--- src/rtl/fifo_pkg.sv ---
// Shared definitions for the dual-clock FIFO: pointer width default,
// depth derivation and gray/binary pointer conversions used by both
// the write-side and read-side controllers.
package fifo_pkg;

    // Default pointer width including the wrap bit (depth 256).
    localparam int FIFO_ADDR_WIDTH = 9;

    // Widest pointer the conversion helpers handle. Narrower pointers are
    // zero-extended into this width and the result cast back, which keeps
    // the helpers width-agnostic (gray of a zero-extended value is the
    // zero-extended gray, and likewise for the inverse).
    localparam int PTR_MAX_W = 32;

    // Number of storage entries addressed by a pointer of the given width.
    function automatic int fifo_depth(input int addr_width);
        return 1 << (addr_width - 1);
    endfunction

    // Binary to reflected gray code.
    function automatic logic [PTR_MAX_W-1:0] bin2gray(input logic [PTR_MAX_W-1:0] b);
        return b ^ (b >> 1);
    endfunction

    // Gray to binary via a log-depth prefix XOR from the MSB downwards.
    function automatic logic [PTR_MAX_W-1:0] gray2bin(input logic [PTR_MAX_W-1:0] g);
        logic [PTR_MAX_W-1:0] b;
        b = g;
        for (int sh = 1; sh < PTR_MAX_W; sh = sh << 1) begin
            b = b ^ (b >> sh);
        end
        return b;
    endfunction

endpackage

--- src/rtl/sync_r2w.sv ---
// Two-flop synchronizer carrying the read-domain gray pointer into the
// write clock domain. Gray coding guarantees at most one bit is in flight
// per read-side update, so the captured value is always either the old
// or the new pointer.
module sync_r2w
    import fifo_pkg::*;
#(
    parameter int ADDR_WIDTH = FIFO_ADDR_WIDTH
) (
    input  logic                  wclk,
    input  logic                  wrst,
    input  logic [ADDR_WIDTH-1:0] rptr_gray,
    output logic [ADDR_WIDTH-1:0] rq2
);

    logic [ADDR_WIDTH-1:0] rq1;

    // Metastability filter: first stage samples the asynchronous pointer,
    // second stage presents a settled value to write-side logic.
    always_ff @(posedge wclk) begin
        if (wrst) begin
            rq1 <= '0;
            rq2 <= '0;
        end else begin
            rq1 <= rptr_gray;
            rq2 <= rq1;
        end
    end

endmodule

--- src/rtl/write_control.sv ---
// Write-side pointer and flag controller of the dual-clock FIFO.
// Owns the binary/gray write pointer, gates memory writes against the
// full condition, and publishes registered full, almost-full, fill level
// and sticky overflow status to the producer.
module write_control
    import fifo_pkg::*;
#(
    parameter int ADDR_WIDTH   = FIFO_ADDR_WIDTH,
    parameter int AFULL_THRESH = 248
) (
    input  logic                  wclk,
    input  logic                  wrst,
    input  logic                  winc,
    input  logic                  ovf_clr,
    input  logic [ADDR_WIDTH-1:0] rptr_gray,
    output logic                  wen,
    output logic [ADDR_WIDTH-2:0] waddr,
    output logic [ADDR_WIDTH-1:0] wptr,
    output logic                  wfull,
    output logic                  walmost_full,
    output logic [ADDR_WIDTH-1:0] wcount,
    output logic                  woverflow
);

    localparam int DEPTH = fifo_depth(ADDR_WIDTH);

    // Out-of-range thresholds are pulled into 1..DEPTH so the flag stays
    // meaningful instead of being stuck high or never asserting.
    localparam int AFULL_CLAMP = (AFULL_THRESH < 1)     ? 1 :
                                 (AFULL_THRESH > DEPTH) ? DEPTH : AFULL_THRESH;
    localparam logic [ADDR_WIDTH-1:0] AFULL_LVL = ADDR_WIDTH'(AFULL_CLAMP);

    logic [ADDR_WIDTH-1:0] wbin;
    logic [ADDR_WIDTH-1:0] wbin_next;
    logic [ADDR_WIDTH-1:0] wgray_next;
    logic [ADDR_WIDTH-1:0] rq2;
    logic [ADDR_WIDTH-1:0] rbin_s;
    logic [ADDR_WIDTH-1:0] full_match;
    logic [ADDR_WIDTH-1:0] wlevel_next;
    logic                  write_ok;
    logic                  ovf_event;

    sync_r2w #(
        .ADDR_WIDTH (ADDR_WIDTH)
    ) u_sync_r2w (
        .wclk      (wclk),
        .wrst      (wrst),
        .rptr_gray (rptr_gray),
        .rq2       (rq2)
    );

    // A write is committed only when requested, not full, and not in reset;
    // reset must never leak a memory write.
    assign write_ok  = winc && !wfull && !wrst;
    assign wen       = write_ok;
    assign ovf_event = winc && wfull;

    assign wbin_next  = wbin + ADDR_WIDTH'(write_ok);
    assign wgray_next = ADDR_WIDTH'(bin2gray(32'(wbin_next)));
    assign rbin_s     = ADDR_WIDTH'(gray2bin(32'(rq2)));

    // Full when the next write pointer equals the synchronized read pointer
    // with the two top gray bits inverted (one full lap ahead).
    assign full_match  = {~rq2[ADDR_WIDTH-1:ADDR_WIDTH-2], rq2[ADDR_WIDTH-3:0]};

    // Occupancy against a stale read pointer: can only over-report.
    assign wlevel_next = wbin_next - rbin_s;

    assign waddr = wbin[ADDR_WIDTH-2:0];

    // Pointer, level and flag registers all advance from the same next-state
    // so full/count/almost-full are mutually consistent every cycle.
    always_ff @(posedge wclk) begin
        if (wrst) begin
            wbin         <= '0;
            wptr         <= '0;
            wfull        <= 1'b0;
            walmost_full <= 1'b0;
            wcount       <= '0;
        end else begin
            wbin         <= wbin_next;
            wptr         <= wgray_next;
            wfull        <= (wgray_next == full_match);
            walmost_full <= (wlevel_next >= AFULL_LVL);
            wcount       <= wlevel_next;
        end
    end

    // Sticky overflow: a dropped write sets it, and a set in the same cycle
    // as a clear request wins so no overflow is ever lost.
    always_ff @(posedge wclk) begin
        if (wrst) begin
            woverflow <= 1'b0;
        end else if (ovf_event) begin
            woverflow <= 1'b1;
        end else if (ovf_clr) begin
            woverflow <= 1'b0;
        end
    end

endmodule

--- config.mk ---
export PLATFORM = sky130hd
export DESIGN_NAME = write_control
export DESIGN_NICKNAME = d
export VERILOG_FILES = /design/src/rtl/fifo_pkg.sv /design/src/rtl/sync_r2w.sv /design/src/rtl/write_control.sv
export SDC_FILE = /design/constraint.sdc
export NUM_CORES = 1
export LEC_CHECK = 0
export BUFFER_PORTS_ARGS = -buffer_cell sky130_fd_sc_hd__buf_2
export CAP_MARGIN = 10
export CORE_UTILIZATION = 30
export CTS_BUF_LIST = sky130_fd_sc_hd__clkbuf_8
export CTS_CLUSTER_DIAMETER = 150
export DETAILED_ROUTE_END_ITERATION = 16
export PLACE_DENSITY = 0.57
export SYNTH_ARGS = -nofsm -noshare
export SYNTH_HDL_FRONTEND = slang
export SYNTH_SLANG_ARGS = --single-unit
export TNS_END_PERCENT = 5
--- constraint.sdc ---
create_clock -name wclk -period 9.8 [get_ports wclk]
set_input_delay 1.96 -clock wclk [delete_from_list [all_inputs] [get_ports wclk]]
set_output_delay 1.96 -clock wclk [all_outputs]
set_load 0.03 [all_outputs]
==> results.py, run 1 <==
metrics = {
    "routing": {
        "drtIter0Drc": 39,
        "via_per_inst": 4.164,
        "first_pass_iters": 4,
        "postRouteAntennaNets": 0,
        "wire_per_inst_um": 11.60,
        "wl_mm": 4.246,
        "drc": 0,
        "vias": 1524,
    },
    "worst_setup_path": {
        "path_buf_inv": 2,
        "path_max_fanout": 49,
        "cpPeakStageDelay_ns": 0.53,
        "crit_slowest_cell": "xor2_1",
        "cp_data_required_time_ns": 9.97,
        "worstPathCellList": "buf_2 > buf_4 > nor3b_1 > ha_1 > ha_1 > xor2_1 > ha_1 > a21oi_1 > o21ai_0 > o22ai_1 > o31a_1 > mux2i_1 > o41ai_2",
        "crit_type": "input pin to register",
        "cp-start-kind": "input pin",
        "critPathMostFrequentCell": "ha_1",
        "worstPathArrival_ns": 5.23,
        "endpoint_kind": "register",
        "cp_top_family": "compound AO/OA/AOI/OAI gates",
    },
    "synthesis": {
        "async_reset_ff_share_pct": 0,
        "ys_ff_latch": 47,
        "synthAdderAreaFrac_pct": 6.565,
        "synth.area.mux_share_pct": 1.471,
        "syn_inst": 225,
        "synth-compound-area-share_pct": 7.187,
        "syn_avg_cell_area_um2": 9.826,
        "synth_top_family_by_area": "XOR/XNOR gates",
        "syn_nets": 249,
        "synth_xor_area_share_pct": 20.60,
        "seq_area_frac_synth_pct": 42.56,
        "yosys.area.top_type_share_pct": 42.56,
        "synthSimpleGateAreaFrac_pct": 18.73,
        "yosysTopAreaCell": "dfxtp_1",
        "syn-cell-area_mm2": 0.002211,
        "synthFlopType": "dfxtp_1",
        "synth_top_cells_by_area": "dfxtp_1 (43%), xnor2_1 (12%), nor2b_1 (6.2%)",
        "synth-edff-count": 0,
        "synth_commonest_cells": "dfxtp_1 (47), nor2_1 (33), xnor2_1 (30), nor2b_1 (22), nand2_1 (15)",
        "synth_most_common_cell": "dfxtp_1",
        "synthDistinctLibCells": 42,
        "synth_warnings": 0,
    },
    "sta": {
        "finalHoldViolations": 0,
        "timing.final.crit_share_pct": 51.66,
        "setup_viol": 0,
        "drv_slew": 0,
        "fin_worst_skew_ns": 0.01047,
        "rsz0062_at_grt": "no",
        "whs_ns": 0.4425,
        "worst_pin_slew_ns": 0.6232,
        "max_freq_ghz": 0.1975,
        "relSlewSlack_pct": 58.31,
        "min_period_ns": 5.062,
        "tns_ns": 0,
    },
    "finish": {
        "finalNonFillerCells": 366,
        "final_layout_size_suffix_gt1_share_pct": 21.85,
        "layout.nets": 293,
        "fillers": 732,
        "stdcell_area_mm2": 0.002631,
        "area_delta_synth_final_pct": 19.02,
        "insertedDiodeCount": 0,
    },
    "grt": {
        "grt_usage_pct": 12.13,
        "antenna_found_initial": 0,
        "grt_max_degree": 50,
        "grt_first_pass_wirelength_mm": 7.024,
        "grt_pass1_vias": 1480,
        "overflow": 0,
    },
    "die": {
        "dieArea_mm2": 0.007717,
        "core.rowCount": 30,
        "die_w_um": 87.85,
        "io_pins": 43,
        "die_h_um": 87.85,
        "initial_core_util_pct": 31.84,
        "coreArea_mm2": 0.006944,
    },
    "clock_network": {
        "ctsResizeCount": 0,
        "cts.path.max_buffers": 2,
        "cts_hold_buf": 0,
        "clock-sinks": 47,
        "clk_pin_slew_worst_paths_ns": 0.09,
        "clockRootBuffer": "clkbuf_8",
        "cts_buffers": 5,
        "cts_tree": "done",
        "htreeDepth": 2,
        "cts_setup_buffers": 0,
        "insertion_delay_ns": 0.31,
    },
    "placement": {
        "gp_congestion": 0.7656,
        "hpwl_mm": 3.169,
        "placed_cell_area_mm2": 0.002519,
        "dp_cells": 358,
        "portBuffers": 42,
    },
    "pwr": {
        "vdd_drop_max_v": 0.00008483,
        "leakagePower_nw": 1.181,
        "power_density_mw_per_mm2": 180.7,
    },
    "run": {
        "drv_cap": 0,
    },
    "hold_path": {
        "hp-class": "register to register",
    },
    "status": {
        "status": "complete, no violations",
    },
}
area by class of cell:
type | count | area, um^2 | area share (%)
repair buffers | 43 | 217.7 | 8.274
multi-input cells | 163 | 1206 | 45.84
clock buffers | 5 | 68.82 | 2.615
clock inverters | 3 | 43.79 | 1.664
inverters | 9 | 33.78 | 1.284
well taps | 96 | 120.1 | 4.565
flip-flops and latches | 47 | 940.9 | 35.76
flip-flops by register name, summed over array words and instances (netlist names):
name            cells
walmost_full        1
wbin                8
u_sync_r2w.rq1      9
wptr                9
wfull               1
u_sync_r2w.rq2      9
woverflow           1
wcount              9
cells in the final DEF, fill, tap and decap left out, types with 2 or more instances in the layout:
master,n
a21oi_1,6
and3_1,2
buf_2,42
clkbuf_8,5
dfxtp_1,47
ha_1,10
inv_1,9
mux2_2,2
nand2_1,15
nand3_1,5
nor2_1,33
nor2b_1,22
nor3_1,2
o21ai_0,2
xnor2_1,30
xor2_1,8
stage by stage:
step	power (mW)	setup slack, ns	util (%)
floorplan	0.3096	4.334	-
global placement	0.3344	4.582	36.27
global route	0.5038	4.392	37.89
CTS	0.4806	4.717	37.89
detailed placement	0.3363	4.416	36.27
finish	0.4754	4.738	37.89
metal layers:
metal,track usage (%),vias to the layer above,share of wire (%)
li1,-,810,-
met1,15.25,674,48
met2,19.31,36,45
met3,4.053,4,6.2
met4,4.471,0,1.1
met5,0,-,0
kinds of logic after synthesis:
logic type	count (synthesis)
simple gates	86
xor+xnor	43
compound gates	20
buf+inv	15
fa+ha+maj	11
flops	47
mux	3
path summary, 6_finish.rpt:
| check | from | to | slack, ns | cells after the start |
|---|---|---|---|---|
| hold / removal | u_sync_r2w.rq1[8] | u_sync_r2w.rq2[8] | 0.44 | 1 |
| setup / recovery | wrst | walmost_full | 4.74 | 13 |
| hold reg to reg | u_sync_r2w.rq1[8] | u_sync_r2w.rq2[8] | 0.44 | 1 |
| setup reg to reg | u_sync_r2w.rq2[6] | walmost_full | 5.68 | 14 |
power breakdown:
group          internal (mW)  total [mW]  switching [mW]
sequential             0.205       0.210         0.00441
combinational         0.0485       0.121          0.0721
clock                 0.0760       0.145          0.0689
total                  0.330       0.475           0.145
(Power assumes the default switching activity.)
==> run 2, diff against run 1 <==
clock period = 4.7 ns   (was 9.8 ns; I/O delays follow)
==> results.py, run 2 (same netlist as run 1, synthesis figures left out) <==
metrics = {
    "finish": {
        "insertedDiodeCount": 0,
        "final_util_pct": 37.69,
        "layout.nets": 294,
        "multiInputGateArea_mm2": 0.001206,
        "layout_common_cells": "dfxtp_1 (47), buf_2 (42), nor2_1 (33)",
        "area_delta_synth_final_pct": 18.39,
        "stdcell_area_mm2": 0.002618,
        "regArea_um2": 940.9,
        "fillers": 732,
        "layout_commonest_cell": "dfxtp_1",
        "final_layout_size_suffix_gt1_share_pct": 22.14,
    },
    "worst_setup_path": {
        "critPathMostFrequentCell": "xnor2_1",
        "ff2ff_setup_slack_ns": 0.73,
        "worstPathCellList": "xor3_2 > xnor3_1 > xnor2_1 > xor2_1 > xnor2_1 > ha_1 > inv_1 > fa_1 > a21oi_1 > o21ai_0 > o22ai_1 > o31a_1 > mux2i_1 > o41ai_2",
        "reg2reg_depth": 14,
        "path_max_fanout": 5,
        "cp-start-kind": "register",
        "cpPeakStageDelay_ns": 0.53,
        "crit_slowest_cell": "xor3_2",
        "endpoint_kind": "register",
        "cp_data_required_time_ns": 4.88,
        "worstPathArrival_ns": 4.15,
        "crit_type": "register to register",
    },
    "clock_network": {
        "cts_tree": "done",
        "htreeDepth": 2,
        "clk_pin_slew_worst_paths_ns": 0.09,
        "insertion_delay_ns": 0.31,
        "clock-sinks": 47,
        "cts_setup_buffers": 0,
        "cts.path.max_buffers": 2,
        "cts_hold_buf": 0,
        "cts_buffers": 5,
        "clockRootBuffer": "clkbuf_8",
        "ctsResizeCount": 0,
    },
    "pwr": {
        "vdd_drop_max_v": 0.0001129,
        "power_density_mw_per_mm2": 358.5,
        "leakagePower_nw": 1.177,
    },
    "sta": {
        "timing.final.crit_share_pct": 84.38,
        "fin_worst_skew_ns": 0.009113,
        "relSlewSlack_pct": 58.07,
        "rsz0062_at_grt": "no",
        "finalHoldViolations": 0,
        "max_freq_ghz": 0.2522,
        "min_period_ns": 3.966,
        "drv_slew": 0,
        "setup_viol": 0,
        "tns_ns": 0,
        "worst_pin_slew_ns": 0.6244,
    },
    "die": {
        "die_h_um": 87.85,
        "die_w_um": 87.85,
        "dieArea_mm2": 0.007717,
        "io_pins": 43,
        "coreArea_mm2": 0.006944,
        "core.rowCount": 30,
        "initial_core_util_pct": 31.84,
    },
    "routing": {
        "wl_mm": 4.154,
        "wire_per_inst_um": 11.32,
        "drtIter0Drc": 60,
        "vias": 1543,
        "via_per_inst": 4.204,
        "postRouteAntennaNets": 0,
        "drc": 0,
        "first_pass_iters": 3,
    },
    "grt": {
        "antenna_found_initial": 0,
        "grt_max_degree": 49,
        "overflow": 0,
        "grt_first_pass_wirelength_mm": 6.982,
        "grt_pass1_vias": 1482,
        "grt_usage_pct": 12.01,
    },
    "placement": {
        "placed_cell_area_mm2": 0.002526,
        "gp_congestion": 0.7297,
        "portBuffers": 42,
        "hpwl_mm": 3.136,
    },
    "hold_path": {
        "hold_depth": 1,
        "hp-class": "register to register",
    },
    "run": {
        "drv_cap": 0,
    },
    "status": {
        "status": "complete, no violations",
    },
}
run 2: path summary, 6_finish.rpt:
kind / start / end
setup / recovery: u_sync_r2w.rq2[6] / walmost_full
hold / removal: u_sync_r2w.rq1[5] / u_sync_r2w.rq2[5]
setup reg to reg: u_sync_r2w.rq2[6] / walmost_full
hold reg to reg: u_sync_r2w.rq1[5] / u_sync_r2w.rq2[5]
run 2: final cells by class:
class | instances | area share [%]
repair buffers | 44 | 8.604
clock inverters | 3 | 0.8604
multi-input cells | 163 | 46.08
well taps | 96 | 4.589
flip-flops and latches | 47 | 35.95
clock buffers | 5 | 2.629
inverters | 9 | 1.291
run 2: metrics by stage:
| step | instances | setup WS [ns] | total power, mW | hold slack, ns |
|---|---|---|---|---|
| floorplan | 225 | 0.2536 | 0.6456 | 0.4138 |
| global placement | 359 | 0.7978 | 0.6981 | 0.4180 |
| detailed placement | 359 | 0.7230 | 0.6988 | 0.4235 |
| CTS | 367 | 0.7012 | 0.9542 | 0.4462 |
| global route | 367 | 0.3265 | 0.9996 | 0.4662 |
| finish | 367 | 0.7341 | 0.9383 | 0.4429 |
run 2: worst max-delay path, delay by kind of cell, from the launching register on:
family	cells	cell delay, ns
XOR/XNOR	5	1.68
AO/OA/AOI/OAI	5	0.93
adder cells (fa/ha/maj)	2	0.57
flip-flops	1	0.36
multiplexers	1	0.25
buffers and inverters	1	0.05
run 2: metal layers:
metal	global-route usage (%)	vias up	part of all wire [%]
met5	0	-	0
met4	4.918	0	1.8
met3	2.922	8	4.1
met2	18.53	33	43
met1	16.03	686	51
li1	-	816	-
run 2: power by group:
| group | leakage, nW | total [mW] | switching (mW) | internal, mW |
|---|---|---|---|---|
| clock | 0.0489 | 0.252 | 0.144 | 0.108 |
| combinational | 0.742 | 0.249 | 0.148 | 0.101 |
| sequential | 0.386 | 0.438 | 0.00963 | 0.428 |
| total | 1.18 | 0.938 | 0.301 | 0.637 |
==> run 3, diff against run 2 <==
clock period = 3.9 ns   (was 4.7 ns; I/O delays follow)
==> results.py, run 3 (same netlist as run 1, synthesis figures left out) <==
metrics = {
    "routing": {
        "via_per_inst": 4.207,
        "first_pass_iters": 4,
        "wl_mm": 4.194,
        "vias": 1565,
        "drc": 0,
        "drtIter0Drc": 37,
        "wire_per_inst_um": 11.27,
        "postRouteAntennaNets": 0,
    },
    "grt": {
        "top_usage_layer": "met2",
        "grt_usage_pct": 12.04,
        "grt_pass1_vias": 1510,
        "use_met3_pct": 3.205,
        "grt_use_met1_pct": 15.61,
        "overflow": 0,
        "grt_max_degree": 49,
        "grt_first_pass_wirelength_mm": 6.927,
        "antenna_found_initial": 0,
        "grtUsageMet2_pct": 17.83,
    },
    "worst_setup_path": {
        "cp_top_family": "XOR/XNOR gates",
        "path_buf_inv": 1,
        "ff2ff_setup_slack_ns": 0.30,
        "reg2reg_depth": 14,
        "path_max_fanout": 3,
        "endpoint_kind": "register",
        "crit_slowest_cell": "xor3_2",
        "cp_data_required_time_ns": 4.07,
        "worstPathArrival_ns": 3.77,
        "timing.rr.end": "walmost_full",
        "cp-start-kind": "register",
        "worstPathCellList": "xor3_2 > xnor3_2 > xnor2_2 > xor2_1 > xnor2_1 > ha_1 > inv_1 > fa_1 > a21oi_2 > o21ai_0 > o22ai_1 > o31a_1 > mux2i_2 > o41ai_2",
        "cpPeakStageDelay_ns": 0.48,
        "crit_type": "register to register",
        "reg2reg_from": "u_sync_r2w.rq2[7]",
    },
    "clock_network": {
        "cts_hold_buf": 0,
        "cts.path.max_buffers": 2,
        "clockRootBuffer": "clkbuf_8",
        "insertion_delay_ns": 0.30,
        "clock-sinks": 47,
        "htreeDepth": 2,
        "clk_pin_slew_worst_paths_ns": 0.09,
        "cts_tree": "done",
        "cts_buffers": 5,
    },
    "sta": {
        "fin_worst_skew_ns": 0.008748,
        "whs_ns": 0.4421,
        "worst_pin_slew_ns": 0.6098,
        "drv_slew": 0,
        "rsz0062_at_grt": "no",
        "timing.final.crit_share_pct": 92.23,
        "tns_ns": 0,
        "min_period_ns": 3.597,
        "max_freq_ghz": 0.2780,
        "setup_viol": 0,
        "finalHoldViolations": 0,
        "relSlewSlack_pct": 59.06,
    },
    "die": {
        "dieArea_mm2": 0.007717,
        "coreArea_mm2": 0.006944,
        "initial_core_util_pct": 31.84,
        "core.rowCount": 30,
        "io_pins": 43,
        "die_h_um": 87.85,
        "die_w_um": 87.85,
    },
    "finish": {
        "layout_commonest_cell": "dfxtp_1",
        "final_util_pct": 38.61,
        "regArea_um2": 942.2,
        "fillers": 712,
        "area_delta_synth_final_pct": 21.28,
        "insertedDiodeCount": 0,
        "layout_common_cells": "dfxtp_1 (46), buf_2 (42), nor2_1 (33)",
        "final_layout_size_suffix_gt1_share_pct": 25.36,
        "multiInputGateArea_mm2": 0.001234,
        "layout.nets": 299,
    },
    "placement": {
        "gp_congestion": 0.7581,
        "hpwl_mm": 3.181,
        "portBuffers": 42,
    },
    "pwr": {
        "leakagePower_nw": 1.200,
        "vdd_drop_max_v": 0.0001845,
        "power_density_mw_per_mm2": 425.1,
    },
    "hold_path": {
        "holdPathEnd": "u_sync_r2w.rq2[5]",
        "hold_depth": 1,
        "min_from": "u_sync_r2w.rq1[5]",
        "hp-class": "register to register",
    },
    "status": {
        "status": "complete, no violations",
    },
    "run": {
        "drv_cap": 0,
    },
}
run 3: changes by cell type in the layout (fill, tap and decap cells not counted), sizes merged:
cell | before | now
clkinv | 1 | 0
buf | 44 | 49
clkinvlp | 0 | 1
run 3: final cells by class:
class,instances,area share (%)
clock buffers,5,2.566
clock inverters,3,0.7466
inverters,9,1.260
multi-input cells,163,46.01
flip-flops and latches,47,35.14
well taps,96,4.480
repair buffers,49,9.799
run 3: how the worst max path moves through the flow:
stage / startpoint / endpoint / slack (ns) / cells past startpoint
after floorplan: wrst / walmost_full / 0.09 / 12
after global placement: u_sync_r2w.rq2[6] / walmost_full / 0.20 / 14
after detailed placement: u_sync_r2w.rq2[6] / walmost_full / 0.13 / 14
after CTS: u_sync_r2w.rq2[6] / walmost_full / 0.09 / 14
after global routing: u_sync_r2w.rq2[7] / walmost_full / 0.04 / 14
final: u_sync_r2w.rq2[7] / walmost_full / 0.30 / 14
run 3: stage by stage:
step,setup slack [ns],instances,cell area [um^2],power [mW]
4_1_cts,0.09354,371,2656,1.153
6_report,0.3032,372,2681,1.140
3_5_place_dp,0.1275,363,2567,0.8553
3_3_place_gp,0.2034,363,2567,0.8528
5_1_grt,0.04488,372,2681,1.211
2_1_floorplan,0.09371,225,2222,0.7789
run 3: per-layer routing:
layer,routed length [um],up-vias
met1,2148,693
met2,1727,37
met5,0,-
met3,202,7
met4,116,0
li1,-,828
run 3: power breakdown:
group | internal [mW] | total, mW | switching, mW
clock network | 0.126 | 0.291 | 0.165
logic | 0.137 | 0.321 | 0.184
registers | 0.516 | 0.528 | 0.0113
total | 0.780 | 1.14 | 0.360
run 3: what timing repair did:
action / in CTS / in global routing
resized for setup: 0 / 5
setup endpoints to repair: 0 / 3
buffers inserted: 0 / 1
